--- config.mk ---
export PLATFORM = sky130hd
export DESIGN_NAME = alu_share_arbiter
export DESIGN_NICKNAME = d
export VERILOG_FILES = /design/src/rtl/alu_share_arbiter.sv
export SDC_FILE = /design/constraint.sdc
export NUM_CORES = 1
export LEC_CHECK = 0
export CAP_MARGIN = 10
export CORE_AREA = 4 4 109 111
export CTS_CLUSTER_SIZE = 25
export DETAILED_ROUTE_END_ITERATION = 6
export DIE_AREA = 0 0 113 115
export DONT_BUFFER_PORTS = 1
export GPL_ROUTABILITY_DRIVEN = 0
export MAX_ROUTING_LAYER = met4
export PLACE_DENSITY_LB_ADDON = 0.3
export SETUP_SLACK_MARGIN = 0.05
export SLEW_MARGIN = 20
export SYNTH_ARGS = -nofsm -noshare
export SYNTH_HDL_FRONTEND = slang
export SYNTH_SLANG_ARGS = --single-unit
--- constraint.sdc ---
create_clock -name clock -period 3.44 [get_ports clock]
set_clock_uncertainty 0.05 [all_clocks]
set_input_delay 0.688 -clock clock [delete_from_list [all_inputs] [get_ports clock]]
set_output_delay 0.688 -clock clock [all_outputs]
set_load 0.01 [all_outputs]
--- src/rtl/alu_share_arbiter.sv ---
// Round-robin sharing of one combinational ALU between two requesters.
// Grants in IDLE, gives the ALU one cycle in EXEC, and holds the result in RESP until the owner accepts it.
module alu_share_arbiter #(
  parameter int WIDTH = 32,
  parameter int OPW   = 5
) (
  input  logic             clock,
  input  logic             reset,
  input  logic [1:0]       req_valid,
  output logic [1:0]       req_ready,
  input  logic [WIDTH-1:0] data_operandA0,
  input  logic [WIDTH-1:0] data_operandB0,
  input  logic [WIDTH-1:0] data_operandA1,
  input  logic [WIDTH-1:0] data_operandB1,
  input  logic [OPW-1:0]   ctrl_ALUopcode0,
  input  logic [OPW-1:0]   ctrl_ALUopcode1,
  output logic [1:0]       resp_valid,
  input  logic [1:0]       resp_ready,
  output logic [WIDTH-1:0] data_result,
  output logic             overflow,
  output logic [WIDTH-1:0] alu_operandA,
  output logic [WIDTH-1:0] alu_operandB,
  output logic [OPW-1:0]   alu_opcode,
  input  logic [WIDTH-1:0] alu_result,
  input  logic             alu_overflow
);

  localparam logic [1:0] IDLE = 2'd0;
  localparam logic [1:0] EXEC = 2'd1;
  localparam logic [1:0] RESP = 2'd2;

  logic [1:0]       state_q, state_d;
  logic             last_grant_q, last_grant_d;
  logic             owner_q, owner_d;
  logic [WIDTH-1:0] opa_q, opa_d;
  logic [WIDTH-1:0] opb_q, opb_d;
  logic [OPW-1:0]   op_q, op_d;
  logic [WIDTH-1:0] result_q, result_d;
  logic             ovf_q, ovf_d;
  logic             win;
  logic             accept;

  // On a tie the requester that did not win last time gets the ALU.
  always_comb begin
    win = (&req_valid) ? ~last_grant_q : req_valid[1];
    req_ready = 2'b00;
    if (state_q == IDLE && req_valid[win]) begin
      req_ready[win] = 1'b1;
    end
    accept = |req_ready;
  end

  always_comb begin
    state_d      = state_q;
    last_grant_d = last_grant_q;
    owner_d      = owner_q;
    opa_d        = opa_q;
    opb_d        = opb_q;
    op_d         = op_q;
    result_d     = result_q;
    ovf_d        = ovf_q;
    case (state_q)
      IDLE: begin
        if (accept) begin
          owner_d      = win;
          last_grant_d = win;
          opa_d        = win ? data_operandA1 : data_operandA0;
          opb_d        = win ? data_operandB1 : data_operandB0;
          op_d         = win ? ctrl_ALUopcode1 : ctrl_ALUopcode0;
          state_d      = EXEC;
        end
      end
      EXEC: begin
        result_d = alu_result;
        ovf_d    = alu_overflow;
        state_d  = RESP;
      end
      RESP: begin
        if (resp_ready[owner_q]) begin
          state_d = IDLE;
        end
      end
      default: state_d = IDLE;
    endcase
  end

  always_ff @(posedge clock or posedge reset) begin
    if (reset) begin
      state_q      <= IDLE;
      last_grant_q <= 1'b1;
      owner_q      <= 1'b0;
      opa_q        <= '0;
      opb_q        <= '0;
      op_q         <= '0;
      result_q     <= '0;
      ovf_q        <= 1'b0;
    end else begin
      state_q      <= state_d;
      last_grant_q <= last_grant_d;
      owner_q      <= owner_d;
      opa_q        <= opa_d;
      opb_q        <= opb_d;
      op_q         <= op_d;
      result_q     <= result_d;
      ovf_q        <= ovf_d;
    end
  end

  assign resp_valid   = (state_q == RESP) ? (owner_q ? 2'b10 : 2'b01) : 2'b00;
  assign data_result  = result_q;
  assign overflow     = ovf_q;
  assign alu_operandA = opa_q;
  assign alu_operandB = opb_q;
  assign alu_opcode   = op_q;

endmodule

; ---- Word-level counts from Yosys, hierarchy flattened
; Cells that the tools add are included.
[word_totals]
regBits = 106
latch_bits = 0
rom_bits = 0
ramBits = 0
inputBits = 177
mem_count = 0
word_cells = 39
[op_classes]
n_div = 0
mul = 0
bitwise = 1
n_reduce_logical = 7
shifts = 0
mux = 16
n_lt_le_gt_ge = 3
n_eq_ne = 4
n_addsub = 0
[ops]
columns = op, n
row1 = two-way mux 32 bit, 2
row2 = two-way mux 2 bit, 5
row3 = two-way mux 1 bit, 6
row4 = case mux 2 bit (3 select lines), 1
row5 = AND reduction 2 bit, 3
row6 = two-way mux 5 bit, 1
row7 = "< comparator 1 x 2 -> 1 bit, second input constant", 2
row8 = "!= test 2 bit, second input constant", 2
row9 = "equality test 2 x 1 -> 1 bit, second input constant", 1
row10 = "equality test 2 bit, second input constant", 1
row11 = logical AND 1 bit, 2
row12 = logical NOT 2 bit, 1
row13 = OR reduction 2 bit, 1
row14 = demux 1 bit (select 1 bit), 1
row15 = "greater-or-equal comparator 1 bit, second input constant", 1
row16 = inverter 1 bit, 1

; ---- Longest topological paths before layout
; Gate-level depths: netlist of the first run.
[depth]
depth_word = 10
mapped_depth = 6

; ---- Least setup slack after synthesis of the first run
; No wires, ideal clock.
[synth_timing]
path_kind = in2out
from = input port req_valid[0]
to = output port req_ready[1]
required_ns = 2.702
path_stages = 4
path_buffers = 2
slack_ns = 1.360
t_arrival_ns = 1.342
cell_sequence = nand2_1 and3_1 buf_2 clkbuf_1
[synth_via]
elab_chain_len = 7
elab_cells_between_ends = 11
cone_classes = 2 x order compare / 6 x mux / 3 x reduce/logical
[synth_lines]
columns = item, line
row1 = "start, declared", 9  ; input logic [1:0] req_valid,
row2 = AND reduction 2 bit, 45  ; win = (&req_valid) ? ~last_grant_q : req_valid[1];
row3 = two-way mux 1 bit, 45
row4 = < comparator 1 x 2 -> 1 bit (not written as such) or greater-or-equal comparator 1 bit (tied branches), 48  ; req_ready[win] = 1'b1;
row5 = logical AND 1 bit (not written as such), 48
row6 = two-way mux 1 bit (not written as such), 48
row7 = demux 1 bit (select 1 bit), 48
row8 = two-way mux 2 bit (*), 47  ; if (state_q == IDLE && req_valid[win]) begin
row9 = "end, declared", 10  ; output logic [1:0] req_ready,
; Mark *: on every way between the ends. The rest lies on a longest branch, timed or not. The select of a mux whose other input is x is not followed.

; ---- Final worst setup path of the first run
[layout_timing]
from = register state_q[1]
to = output port req_ready[1]
[layout_via]
elab_chain_len = 3
[layout_lines]
columns = item, line
row1 = "start, declared", 32  ; logic [1:0] state_q, state_d;
row2 = "start signal, assigned", 98  ; state_q <= state_d;
row3 = logical NOT 2 bit, 47
row4 = logical AND 1 bit, 47
row5 = two-way mux 2 bit, 47
; Every way passes these cells.

==> results of run 1 <==
==> synthesized netlist by cell type <==
| cell type | number |
|---|---|
| o21ai_0 | 2 |
| buf_2 | 10 |
| clkbuf_1 | 22 |
| dfrtp_1 | 105 |
| a21o_1 | 2 |
| nor2_1 | 4 |
| mux2_2 | 34 |
| a221o_1 | 69 |
| nand2_1 | 1 |
| and3_1 | 2 |
| or2_1 | 1 |
| nand2b_1 | 3 |
| o21a_1 | 69 |
| inv_1 | 3 |
| buf_6 | 3 |
| dfstp_2 | 1 |
==> sequential cells by signal, indices dropped and copies added (netlist names) <==
signal / flops
alu_operandA: 32
alu_operandB: 32
data_result: 32
alu_opcode: 5
state_q: 2
last_grant_q: 1
overflow: 1
owner_q: 1
==> metal layers <==
layer	wire length (um)	up-vias	track usage [%]
met5	0	-	-
met4	122	0	4.81
met3	1350	12	6.42
met2	6220	206	30.6
met1	4510	1458	21.2
li1	-	1252	-
==> metrics by stage <==
step                setup WS [ps]  area (um2)  hold WS (ps)  std cells
global placement             1200        4600           464        444
CTS                          1090        4810           237        460
detailed placement           1160        4600           467        444
global route                  986        4810           262        460
finish                       1110        4810           234        460
floorplan                    1360        4510           448        331
==> power breakdown <==
| group | internal, W | switching [W] |
|---|---|---|
| clock | 0.000381 | 0.000405 |
| sequential | 0.00187 | 0.000770 |
| combinational | 0.000909 | 0.000752 |
==> cell type report <==
class	instances	share of cell area, %
Inverter	3	0.312
Clock buffer	13	3.31
Tap cell	140	3.64
Clock inverter	3	0.989
Timing Repair Buffer	8	1.51
Sequential cell	106	55.2
Multi-Input combinational cell	187	35.0
==> logic make-up after synthesis <==
group | share of synthesized area, %
buffers and inverters | 3.94
multiplexers | 8.50
AO/OA/AOI/OAI | 27.4
AND/OR/NAND/NOR | 1.25
flip-flops | 58.9
==> final timing paths <==
check                      slack [ps]          endpoint
setup / recovery                 1110      req_ready[1]
hold / removal                    230  alu_operandA[14]
setup reg to reg                 1290  alu_operandA[25]
hold reg to reg                   480      last_grant_q
max in group asynchronous        2200      last_grant_q
min in group clock                410   alu_operandA[6]
==> impl_metrics.prom, run 1 <==
# TYPE chip_impl_metric gauge
chip_impl_info{name="outcome",value="complete, no violations"} 1
chip_impl_metric{name="io_pins",unit=""} 283
chip_impl_metric{name="path_max_fanout",unit=""} 29
chip_impl_metric{name="setup_viol",unit=""} 0
chip_impl_info{name="worst_setup_path_start_kind",value="flop"} 1
chip_impl_metric{name="cts.clk_slew.worst_paths",unit="ps"} 100
chip_impl_metric{name="die-area",unit="um2"} 13000
chip_impl_metric{name="endpoints_failing_hold",unit=""} 0
chip_impl_metric{name="cp_slowest_stage_delay",unit="ps"} 670
chip_impl_metric{name="critical_path_depth",unit=""} 2
chip_impl_metric{name="vdd_drop_max",unit="mV"} 0.705
chip_impl_metric{name="routed-via-count",unit=""} 2928
chip_impl_metric{name="layout-drive-gt1-share",unit="%"} 19.4
chip_impl_info{name="ctsRootBufferMaster",value="clkbuf_8"} 1
chip_impl_metric{name="tightestPinTransition",unit="ps"} 752
chip_impl_metric{name="die_height",unit="um"} 115
chip_impl_metric{name="powerDensity",unit="nW/um2"} 1060
chip_impl_metric{name="final-max-slew-violation-count",unit=""} 0
chip_impl_metric{name="floorplan.die.width",unit="um"} 113
chip_impl_metric{name="detail_route.iter0.violations",unit=""} 209
chip_impl_metric{name="clk-insertion-delay-late",unit="ps"} 350
chip_impl_info{name="path_cells",value="nor2_1, and3_2"} 1
chip_impl_metric{name="cts_htree_levels",unit=""} 3
chip_impl_metric{name="start_util",unit="%"} 41.7
chip_impl_metric{name="dr_drc_count",unit=""} 0
chip_impl_info{name="timing.critical_path.from",value="state_q[1]"} 1
chip_impl_info{name="grt_setup_unrepaired",value="false"} 1
chip_impl_info{name="critPathCaptureType",value="output port"} 1
chip_impl_metric{name="port_buffers",unit=""} 0
chip_impl_metric{name="global_route_wire_length_before_repair",unit="mm"} 17.8
chip_impl_metric{name="post_cts.repair.setup_buffers",unit=""} 0
chip_impl_metric{name="final.setup.tns",unit="ps"} 0
chip_impl_info{name="synthDominantAreaCellType",value="dfrtp_1"} 1
chip_impl_metric{name="synthDominantCellAreaShare",unit="%"} 58.3
chip_impl_info{name="critical_path.reg2reg.startpoint",value="state_q[1]"} 1
chip_impl_metric{name="synthToLayoutAreaGrowth",unit="%"} 6.69
chip_impl_metric{name="global_route.usage.total",unit="%"} 18.3
chip_impl_metric{name="crit_arrival",unit="ps"} 1600
chip_impl_metric{name="netlist_area",unit="um2"} 4500
chip_impl_metric{name="timing.final.crit_period",unit="ps"} 2330
chip_impl_metric{name="multiInputGateArea",unit="um2"} 1680
chip_impl_metric{name="seqCellArea",unit="um2"} 2650
chip_impl_metric{name="worst-endpoint-required",unit="ps"} 2700
chip_impl_metric{name="drv_cap",unit=""} 0
chip_impl_info{name="layout_commonest_cell",value="dfrtp_1"} 1
chip_impl_metric{name="nNetsFinal",unit=""} 492
chip_impl_metric{name="worst-r2r-cell-count",unit=""} 4
chip_impl_metric{name="drt_pass1_iterations",unit=""} 4
chip_impl_metric{name="power_leakage",unit="nW"} 2.02
chip_impl_metric{name="synth_seq_cells",unit=""} 106
chip_impl_metric{name="synth_sequential_area_ratio",unit="%"} 58.9
chip_impl_metric{name="numCtsBuffers",unit=""} 9
chip_impl_info{name="worstHoldPathType",value="input pin to async pin"} 1
chip_impl_metric{name="post_cts.resized_instances",unit=""} 0
chip_impl_metric{name="clkSinkCount",unit=""} 106
chip_impl_info{name="path_delay_family",value="simple AND/OR/NAND/NOR gates"} 1
chip_impl_metric{name="wl_per_cell",unit="um"} 26.5
chip_impl_metric{name="max-slew-margin-rel",unit="%"} 49.9
chip_impl_metric{name="number_of_cells_produced_by_synthesis",unit=""} 331
chip_impl_metric{name="synth_cell_type_count",unit=""} 16
chip_impl_metric{name="nFillCells",unit=""} 1005
chip_impl_metric{name="postSynthNetCount",unit=""} 508
chip_impl_metric{name="grt_pass1_vias",unit=""} 3030
chip_impl_info{name="timing_worst_setup_path_type",value="flop to output port"} 1
chip_impl_metric{name="antenna_found_initial",unit=""} 0
chip_impl_metric{name="final_worst_path_cycle_share",unit="%"} 67.8
chip_impl_metric{name="grt_overflow_total",unit=""} 0
chip_impl_metric{name="wl",unit="mm"} 12.2
chip_impl_metric{name="postCtsHoldBufs",unit=""} 0
chip_impl_metric{name="synth_area_per_cell",unit="um2"} 13.6
chip_impl_info{name="tritoncts",value="yes"} 1
chip_impl_info{name="slowest_stage",value="and3_2"} 1
chip_impl_metric{name="maxClockFrequency",unit="MHz"} 429
chip_impl_metric{name="fp-row-count",unit=""} 38
chip_impl_metric{name="crit_buf_inv",unit=""} 0
chip_impl_metric{name="final_util",unit="%"} 44.5
chip_impl_metric{name="ctsLongestPathBuffers",unit=""} 2
chip_impl_metric{name="dp.final_hpwl",unit="mm"} 8.89
chip_impl_metric{name="detail-route-antenna-nets",unit=""} 0
chip_impl_metric{name="vias_per_cell",unit=""} 6.37
chip_impl_metric{name="finalPower",unit="W"} 0.00509
chip_impl_metric{name="pin_count_of_the_biggest_net_entering_global_routing",unit=""} 70
chip_impl_metric{name="diodes",unit=""} 0
chip_impl_metric{name="core_region_area",unit="um2"} 10800
chip_impl_info{name="commonest_cells_after_routing_fill_and_taps_aside",value="dfrtp_1 (105), o21a_1 (69), a221o_1 (69)"} 1
chip_impl_info{name="ys_top_cells_by_area",value="dfrtp_1 (58%), a221o_1 (15%), o21a_1 (12%), mux2_2 (8.5%), clkbuf_1 (1.8%)"} 1
chip_impl_metric{name="yosys_warnings",unit=""} 0
No activity file was read; power rests on OpenSTA's default activity.
==> inputs of run 2 (changes only) <==
--- a/config.mk
+++ b/config.mk
@@ -6,10 +6,10 @@
 export NUM_CORES = 1
 export LEC_CHECK = 0
 export CAP_MARGIN = 10
-export CORE_AREA = 4 4 109 111
+export CORE_AREA = 4 4 106 108
 export CTS_CLUSTER_SIZE = 25
 export DETAILED_ROUTE_END_ITERATION = 6
-export DIE_AREA = 0 0 113 115
+export DIE_AREA = 0 0 110 112
 export DONT_BUFFER_PORTS = 1
 export GPL_ROUTABILITY_DRIVEN = 0
 export MAX_ROUTING_LAYER = met4
==> constraint.sdc (replaced) <==
create_clock -name clock -period 2.4 [get_ports clock]
set_clock_uncertainty 0.05 [all_clocks]
set_input_delay 0.48 -clock clock [delete_from_list [all_inputs] [get_ports clock]]
set_output_delay 0.48 -clock clock [all_outputs]
set_load 0.01 [all_outputs]
==> run 2 against run 1 <==
  * Utilization is 2.7 points higher
  * Non-clock buffer count is 2 higher
  * Clock-buffer cell count is 4 lower
  * Via count is 1.7% lower
  * Worst hold slack worse by 24 ps
  * Register-to-register slack worse by 800 ps
  * Die area is 5.2% lower
  * Global-route usage is 2.1 points higher
  * Clock power is 27% higher
==> impl_metrics.prom, run 2 (synthesis gave the netlist of run 1 again) <==
# TYPE chip_impl_metric gauge
chip_impl_metric{name="post-place-cells",unit=""} 441
chip_impl_metric{name="crit_buf_inv",unit=""} 0
chip_impl_metric{name="fp-row-count",unit=""} 37
chip_impl_info{name="worstHoldPathType",value="input pin to flop"} 1
chip_impl_metric{name="maxClockFrequency",unit="MHz"} 501
chip_impl_info{name="layout_commonest_cell",value="dfrtp_1"} 1
chip_impl_info{name="tritoncts",value="yes"} 1
chip_impl_metric{name="timing.final.crit_period",unit="ps"} 2000
chip_impl_info{name="outcome",value="complete, no violations"} 1
chip_impl_metric{name="final.setup.tns",unit="ps"} 0
chip_impl_metric{name="die_height",unit="um"} 112
chip_impl_metric{name="final-max-slew-violation-count",unit=""} 0
chip_impl_metric{name="clkSinkCount",unit=""} 106
chip_impl_metric{name="ctsLongestPathBuffers",unit=""} 2
chip_impl_metric{name="setup_viol",unit=""} 0
chip_impl_metric{name="core_region_area",unit="um2"} 10200
chip_impl_metric{name="placement.cell_area",unit="um2"} 4650
chip_impl_metric{name="drv_cap",unit=""} 0
chip_impl_metric{name="nFillCells",unit=""} 895
chip_impl_metric{name="numCtsBuffers",unit=""} 9
chip_impl_metric{name="powerDensity",unit="nW/um2"} 1510
chip_impl_metric{name="clk-insertion-delay-late",unit="ps"} 350
chip_impl_info{name="critPathCaptureType",value="output port"} 1
chip_impl_metric{name="tightestPinTransition",unit="ps"} 649
chip_impl_metric{name="antenna_found_initial",unit=""} 0
chip_impl_info{name="slowest_stage",value="and3_2"} 1
chip_impl_metric{name="final_util",unit="%"} 47.3
chip_impl_info{name="grt_setup_unrepaired",value="false"} 1
chip_impl_metric{name="global_route.usage.total",unit="%"} 20.5
chip_impl_metric{name="crit_arrival",unit="ps"} 1470
chip_impl_metric{name="cts_htree_levels",unit=""} 3
chip_impl_metric{name="cts.clk_slew.worst_paths",unit="ps"} 110
chip_impl_metric{name="io_pins",unit=""} 283
chip_impl_metric{name="global_route_wire_length_before_repair",unit="mm"} 18.6
chip_impl_info{name="path_cells",value="nor2_1, and3_2"} 1
chip_impl_metric{name="vdd_drop_max",unit="mV"} 0.585
chip_impl_metric{name="synthToLayoutAreaGrowth",unit="%"} 7.33
chip_impl_metric{name="cp_slowest_stage_delay",unit="ps"} 530
chip_impl_metric{name="dr_drc_count",unit=""} 0
chip_impl_metric{name="grt_overflow_total",unit=""} 0
chip_impl_metric{name="wl",unit="mm"} 12.6
chip_impl_info{name="commonest_cells_after_routing_fill_and_taps_aside",value="dfrtp_1 (105), o21a_1 (69), a221o_1 (69)"} 1
chip_impl_metric{name="detail_route.iter0.violations",unit=""} 179
chip_impl_info{name="worst_setup_path_start_kind",value="flop"} 1
chip_impl_metric{name="grt_pass1_vias",unit=""} 3159
chip_impl_metric{name="path_max_fanout",unit=""} 21
chip_impl_metric{name="port_buffers",unit=""} 0
chip_impl_metric{name="start_util",unit="%"} 44.0
chip_impl_metric{name="dp.final_hpwl",unit="mm"} 9.39
chip_impl_metric{name="max-slew-margin-rel",unit="%"} 56.7
chip_impl_metric{name="post_cts.resized_instances",unit=""} 0
chip_impl_metric{name="detail-route-antenna-nets",unit=""} 0
chip_impl_info{name="ctsRootBufferMaster",value="clkbuf_8"} 1
chip_impl_metric{name="layout.cell_area.non_filler",unit="um2"} 4830
chip_impl_metric{name="worst-endpoint-required",unit="ps"} 1870
chip_impl_metric{name="endpoints_failing_hold",unit=""} 0
chip_impl_metric{name="diodes",unit=""} 0
chip_impl_metric{name="layout-drive-gt1-share",unit="%"} 19.9
chip_impl_metric{name="nNetsFinal",unit=""} 494
chip_impl_metric{name="floorplan.die.width",unit="um"} 110
chip_impl_info{name="path_delay_family",value="simple AND/OR/NAND/NOR gates"} 1
chip_impl_metric{name="postLayoutSetupSlackWorst",unit="ps"} 404
chip_impl_metric{name="wl_per_cell",unit="um"} 27.7
chip_impl_metric{name="final_cells",unit=""} 457
chip_impl_metric{name="routed-via-count",unit=""} 2879
chip_impl_metric{name="pin_count_of_the_biggest_net_entering_global_routing",unit=""} 94
chip_impl_metric{name="drt_pass1_iterations",unit=""} 5
chip_impl_metric{name="die-area",unit="um2"} 12300
chip_impl_metric{name="power_leakage",unit="nW"} 2.02
chip_impl_info{name="timing_worst_setup_path_type",value="flop to output port"} 1
chip_impl_metric{name="placement.setup.worst_slack",unit="ps"} 520
chip_impl_metric{name="final_worst_path_cycle_share",unit="%"} 83.2
chip_impl_metric{name="vias_per_cell",unit=""} 6.30
==> run 2: changes by cell type in the layout (fill, tap and decap cells not counted), moves of 2 or more <==
cell        before  now
clkinvlp_4       1    4
buf_12           1    5
clkbuf_1         2    0
clkinv_4         2    0
buf_4            7    4
inv_6            0    3
clkbuf_8        11    9
==> run 2: per-layer routing <==
layer	up-vias	part of all wire, %	track usage, %
met4	0	1.1	4.57
met1	1417	34	22.8
met5	-	0	-
met2	196	52	34.3
met3	11	13	8.35
li1	1255	-	-
==> run 2: cell type report <==
cell class                      count  area (um2)  share of cell area (%)
Sequential cell                   106        2650                    54.9
Clock buffer                        9         124                    2.56
Inverter                            3        15.0                   0.311
Clock inverter                      6        48.8                    1.01
Timing Repair Buffer               10         140                    2.90
Multi-Input combinational cell    187        1680                    34.8
Tap cell                          136         170                    3.52
==> run 2: final timing paths <==
path | startpoint | endpoint | slack, ps | cells past startpoint
setup / recovery | state_q[1] | req_ready[1] | 400 | 2
hold / removal | data_operandB1[0] | alu_operandB[0] | 210 | 1
setup reg to reg | state_q[1] | alu_operandB[11] | 490 | 4
hold reg to reg | last_grant_q | last_grant_q | 480 | 1
max in group asynchronous | reset | last_grant_q | 990 | 3
min in group asynchronous | reset | alu_operandA[11] | 530 | 2
==> run 2: per-stage QoR <==
step,total power [W],hold slack [ps]
2_1_floorplan,0.00569,448
3_3_place_gp,0.00625,288
3_5_place_dp,0.00638,286
4_1_cts,0.00740,184
5_1_grt,0.00783,179
6_report,0.00729,210
==> run 2: report_power, final <==
group | leakage (nW) | switching, W | internal (W)
combinational | 0.661 | 0.00112 | 0.00139
sequential | 1.28 | 0.00110 | 0.00269
clock | 0.0787 | 0.000613 | 0.000383
==> run 2: what timing repair did <==
action / in CTS / in global routing
buffers inserted: 0 / 0
endpoints found under the setup margin: 0 / 0
hold buffers: 1 / 0
hold endpoints to repair: 13 / 0
==> run 2: worst register-to-register path: stages, from the launching register on <==
cell and delay, ps:
dfrtp_1 410, or2_2 560, buf_12 290, o21a_1 220, a221o_1 270
==> inputs of run 3 (changes only) <==
==> constraint.sdc (replaced) <==
create_clock -name clock -period 2 [get_ports clock]
set_clock_uncertainty 0.05 [all_clocks]
set_input_delay 0.4 -clock clock [delete_from_list [all_inputs] [get_ports clock]]
set_output_delay 0.4 -clock clock [all_outputs]
set_load 0.01 [all_outputs]
==> run 3 against run 2 <==
  * Combinational power increased by 18%
  * Sequential power is 20% higher
  * Highest routed layer unchanged
  * Clock power up 18%
  * Flip-flop and latch count unchanged
  * Worst hold slack got worse by 85 ps
  * Via count is 1.8% higher
  * Non-clock buffer count increased by 3
  * Final cell count increased by 0.88%
  * Routed wire length down 2.1%
  * First-iteration DRC count increased by 9.5%
  * Utilization down 0.15 points
  * Die area did not move
==> impl_metrics.prom, run 3 (synthesis gave the netlist of run 1 again) <==
# TYPE chip_impl_metric gauge
chip_impl_metric{name="final-max-slew-violation-count",unit=""} 0
chip_impl_metric{name="die-area",unit="um2"} 12300
chip_impl_info{name="ctsRootBufferMaster",value="clkbuf_8"} 1
chip_impl_metric{name="io_pins",unit=""} 283
chip_impl_metric{name="diodes",unit=""} 0
chip_impl_metric{name="max-slew-margin-rel",unit="%"} 59.5
chip_impl_metric{name="vdd_drop_max",unit="mV"} 0.688
chip_impl_metric{name="wl",unit="mm"} 12.4
chip_impl_metric{name="nNetsFinal",unit=""} 497
chip_impl_metric{name="crit_arrival",unit="ps"} 1310
chip_impl_metric{name="drt_pass1_iterations",unit=""} 4
chip_impl_metric{name="core_region_area",unit="um2"} 10200
chip_impl_metric{name="vias_per_cell",unit=""} 6.36
chip_impl_metric{name="port_buffers",unit=""} 0
chip_impl_info{name="commonest_cells_after_routing_fill_and_taps_aside",value="dfrtp_1 (105), o21a_1 (69), a221o_1 (69)"} 1
chip_impl_metric{name="tightestPinTransition",unit="ps"} 607
chip_impl_info{name="critPathCaptureType",value="output port"} 1
chip_impl_metric{name="routed-via-count",unit=""} 2931
chip_impl_metric{name="multiInputGateArea",unit="um2"} 1680
chip_impl_metric{name="dr_drc_count",unit=""} 0
chip_impl_metric{name="placement.cell_area",unit="um2"} 4640
chip_impl_metric{name="detail_route.iter0.violations",unit=""} 196
chip_impl_metric{name="floorplan.die.width",unit="um"} 110
chip_impl_metric{name="fp-row-count",unit=""} 37
chip_impl_metric{name="cts_htree_levels",unit=""} 3
chip_impl_metric{name="endpoints_failing_hold",unit=""} 0
chip_impl_metric{name="post_cts.repair.setup_buffers",unit=""} 0
chip_impl_info{name="slowest_stage",value="dfstp_2"} 1
chip_impl_metric{name="powerDensity",unit="nW/um2"} 1800
chip_impl_metric{name="pin_count_of_the_biggest_net_entering_global_routing",unit=""} 53
chip_impl_metric{name="timing.final.crit_period",unit="ps"} 1760
chip_impl_metric{name="ctsLongestPathBuffers",unit=""} 2
chip_impl_metric{name="layout.cell_area.non_filler",unit="um2"} 4820
chip_impl_metric{name="detail-route-antenna-nets",unit=""} 0
chip_impl_metric{name="final_worst_path_cycle_share",unit="%"} 88.1
chip_impl_metric{name="die_height",unit="um"} 112
chip_impl_metric{name="clkSinkCount",unit=""} 106
chip_impl_metric{name="grt_overflow_total",unit=""} 0
chip_impl_metric{name="global_route.usage.total",unit="%"} 20.1
chip_impl_metric{name="cp_slowest_stage_delay",unit="ps"} 540
chip_impl_metric{name="seqCellArea",unit="um2"} 2650
chip_impl_metric{name="power_report.internal_total",unit="W"} 0.00534
chip_impl_metric{name="global_route_wire_length_before_repair",unit="mm"} 18.1
chip_impl_metric{name="dp.final_hpwl",unit="mm"} 9.17
chip_impl_metric{name="maxClockFrequency",unit="MHz"} 567
chip_impl_metric{name="comb_pwr_share",unit="%"} 34.1
chip_impl_metric{name="drv_cap",unit=""} 0
chip_impl_metric{name="wl_per_cell",unit="um"} 26.9
chip_impl_metric{name="seqPwrFrac",unit="%"} 52.3
chip_impl_metric{name="setup_viol",unit=""} 0
chip_impl_metric{name="layout-drive-gt1-share",unit="%"} 20.3
chip_impl_metric{name="start_util",unit="%"} 44.0
chip_impl_metric{name="final.setup.tns",unit="ps"} 0
chip_impl_info{name="tritoncts",value="yes"} 1
chip_impl_info{name="grt_setup_unrepaired",value="false"} 1
chip_impl_metric{name="worst-endpoint-required",unit="ps"} 1550
chip_impl_metric{name="clk-insertion-delay-late",unit="ps"} 360
chip_impl_metric{name="power_leakage",unit="nW"} 2.02
chip_impl_info{name="path_cells",value="nand2b_1, and3_2"} 1
chip_impl_info{name="layout_commonest_cell",value="dfrtp_1"} 1
chip_impl_metric{name="numCtsBuffers",unit=""} 9
chip_impl_metric{name="grt_pass1_vias",unit=""} 3095
chip_impl_info{name="timing_worst_setup_path_type",value="flop to output port"} 1
chip_impl_metric{name="total_switching_power",unit="W"} 0.00333
chip_impl_metric{name="pwr-share-clk",unit="%"} 13.6
chip_impl_metric{name="power.share.switching",unit="%"} 38.5
chip_impl_metric{name="synthToLayoutAreaGrowth",unit="%"} 7.00
chip_impl_metric{name="antenna_found_initial",unit=""} 0
chip_impl_info{name="outcome",value="complete, no violations"} 1
chip_impl_info{name="worstHoldPathType",value="input pin to flop"} 1
chip_impl_metric{name="nFillCells",unit=""} 923
chip_impl_info{name="worst_setup_path_start_kind",value="flop"} 1
chip_impl_metric{name="path_max_fanout",unit=""} 8
chip_impl_metric{name="cts.clk_slew.worst_paths",unit="ps"} 100
==> run 3: worst max-delay path: cells and delay by family, from the launching register on <==
kind | cells | cell delay [ps]
flops | 1 | 540
simple gates | 2 | 420
==> run 3: what timing repair did <==
item                                   in CTS  in global routing
endpoints found under the hold margin      12                  0
gates resized for setup                     0                  0
hold buffers                                1                  0
==> run 3: final cells by class <==
cell class | instances | area share [%]
Clock buffer | 12 | 3.01
Clock inverter | 4 | 0.571
Inverter | 3 | 0.312
Multi-Input combinational cell | 187 | 34.9
Sequential cell | 106 | 55.1
Tap cell | 136 | 3.53
Timing Repair Buffer | 13 | 2.60
==> run 3: metal layers <==
layer	vias to the layer above	GRT usage, %	wire (um)	part of all wire [%]
li1	1263	-	-	-
met1	1448	21.8	4400	36
met2	198	32.3	6170	50
met3	22	8.00	1520	12
met4	0	8.40	293	2.4
met5	-	-	0	0
==> run 3: through the flow <==
step | worst slack (ps) | hold WS [ps] | instances | utilization [%] | power [W]
finish | 237 | 124 | 461 | 47.1 | 0.00867
global route | 169 | 98.3 | 461 | 47.1 | 0.00925
CTS | 209 | 103 | 461 | 47.1 | 0.00876
detailed placement | 302 | 135 | 444 | 45.3 | 0.00758
global placement | 345 | 134 | 444 | 45.3 | 0.00744
floorplan | 277 | 448 | 331 | - | 0.00683
==> run 3: path summary, 6_finish.rpt <==
| path | from | to | slack [ps] | cells past startpoint |
|---|---|---|---|---|
| worst max-delay path | last_grant_q | req_ready[0] | 240 | 2 |
| worst min-delay path | data_operandB1[8] | alu_operandB[8] | 120 | 1 |
| worst max register to register | last_grant_q | alu_operandA[9] | 270 | 4 |
| worst min register to register | last_grant_q | last_grant_q | 470 | 1 |
| max in group asynchronous | reset | data_result[7] | 700 | 3 |
| min in group asynchronous | reset | alu_operandA[25] | 380 | 2 |
==> run 3: power groups by stage <==
| stage | Combinational (W) | Clock (W) | Sequential (W) |
|---|---|---|---|
| floorplan | 0.00257 | 0 | 0.00426 |
| finish | 0.00295 | 0.00118 | 0.00454 |
| CTS | 0.00298 | 0.00121 | 0.00457 |
| global route | 0.00326 | 0.00131 | 0.00468 |
| global placement | 0.00284 | 0 | 0.00460 |
| detailed placement | 0.00299 | 0 | 0.00459 |
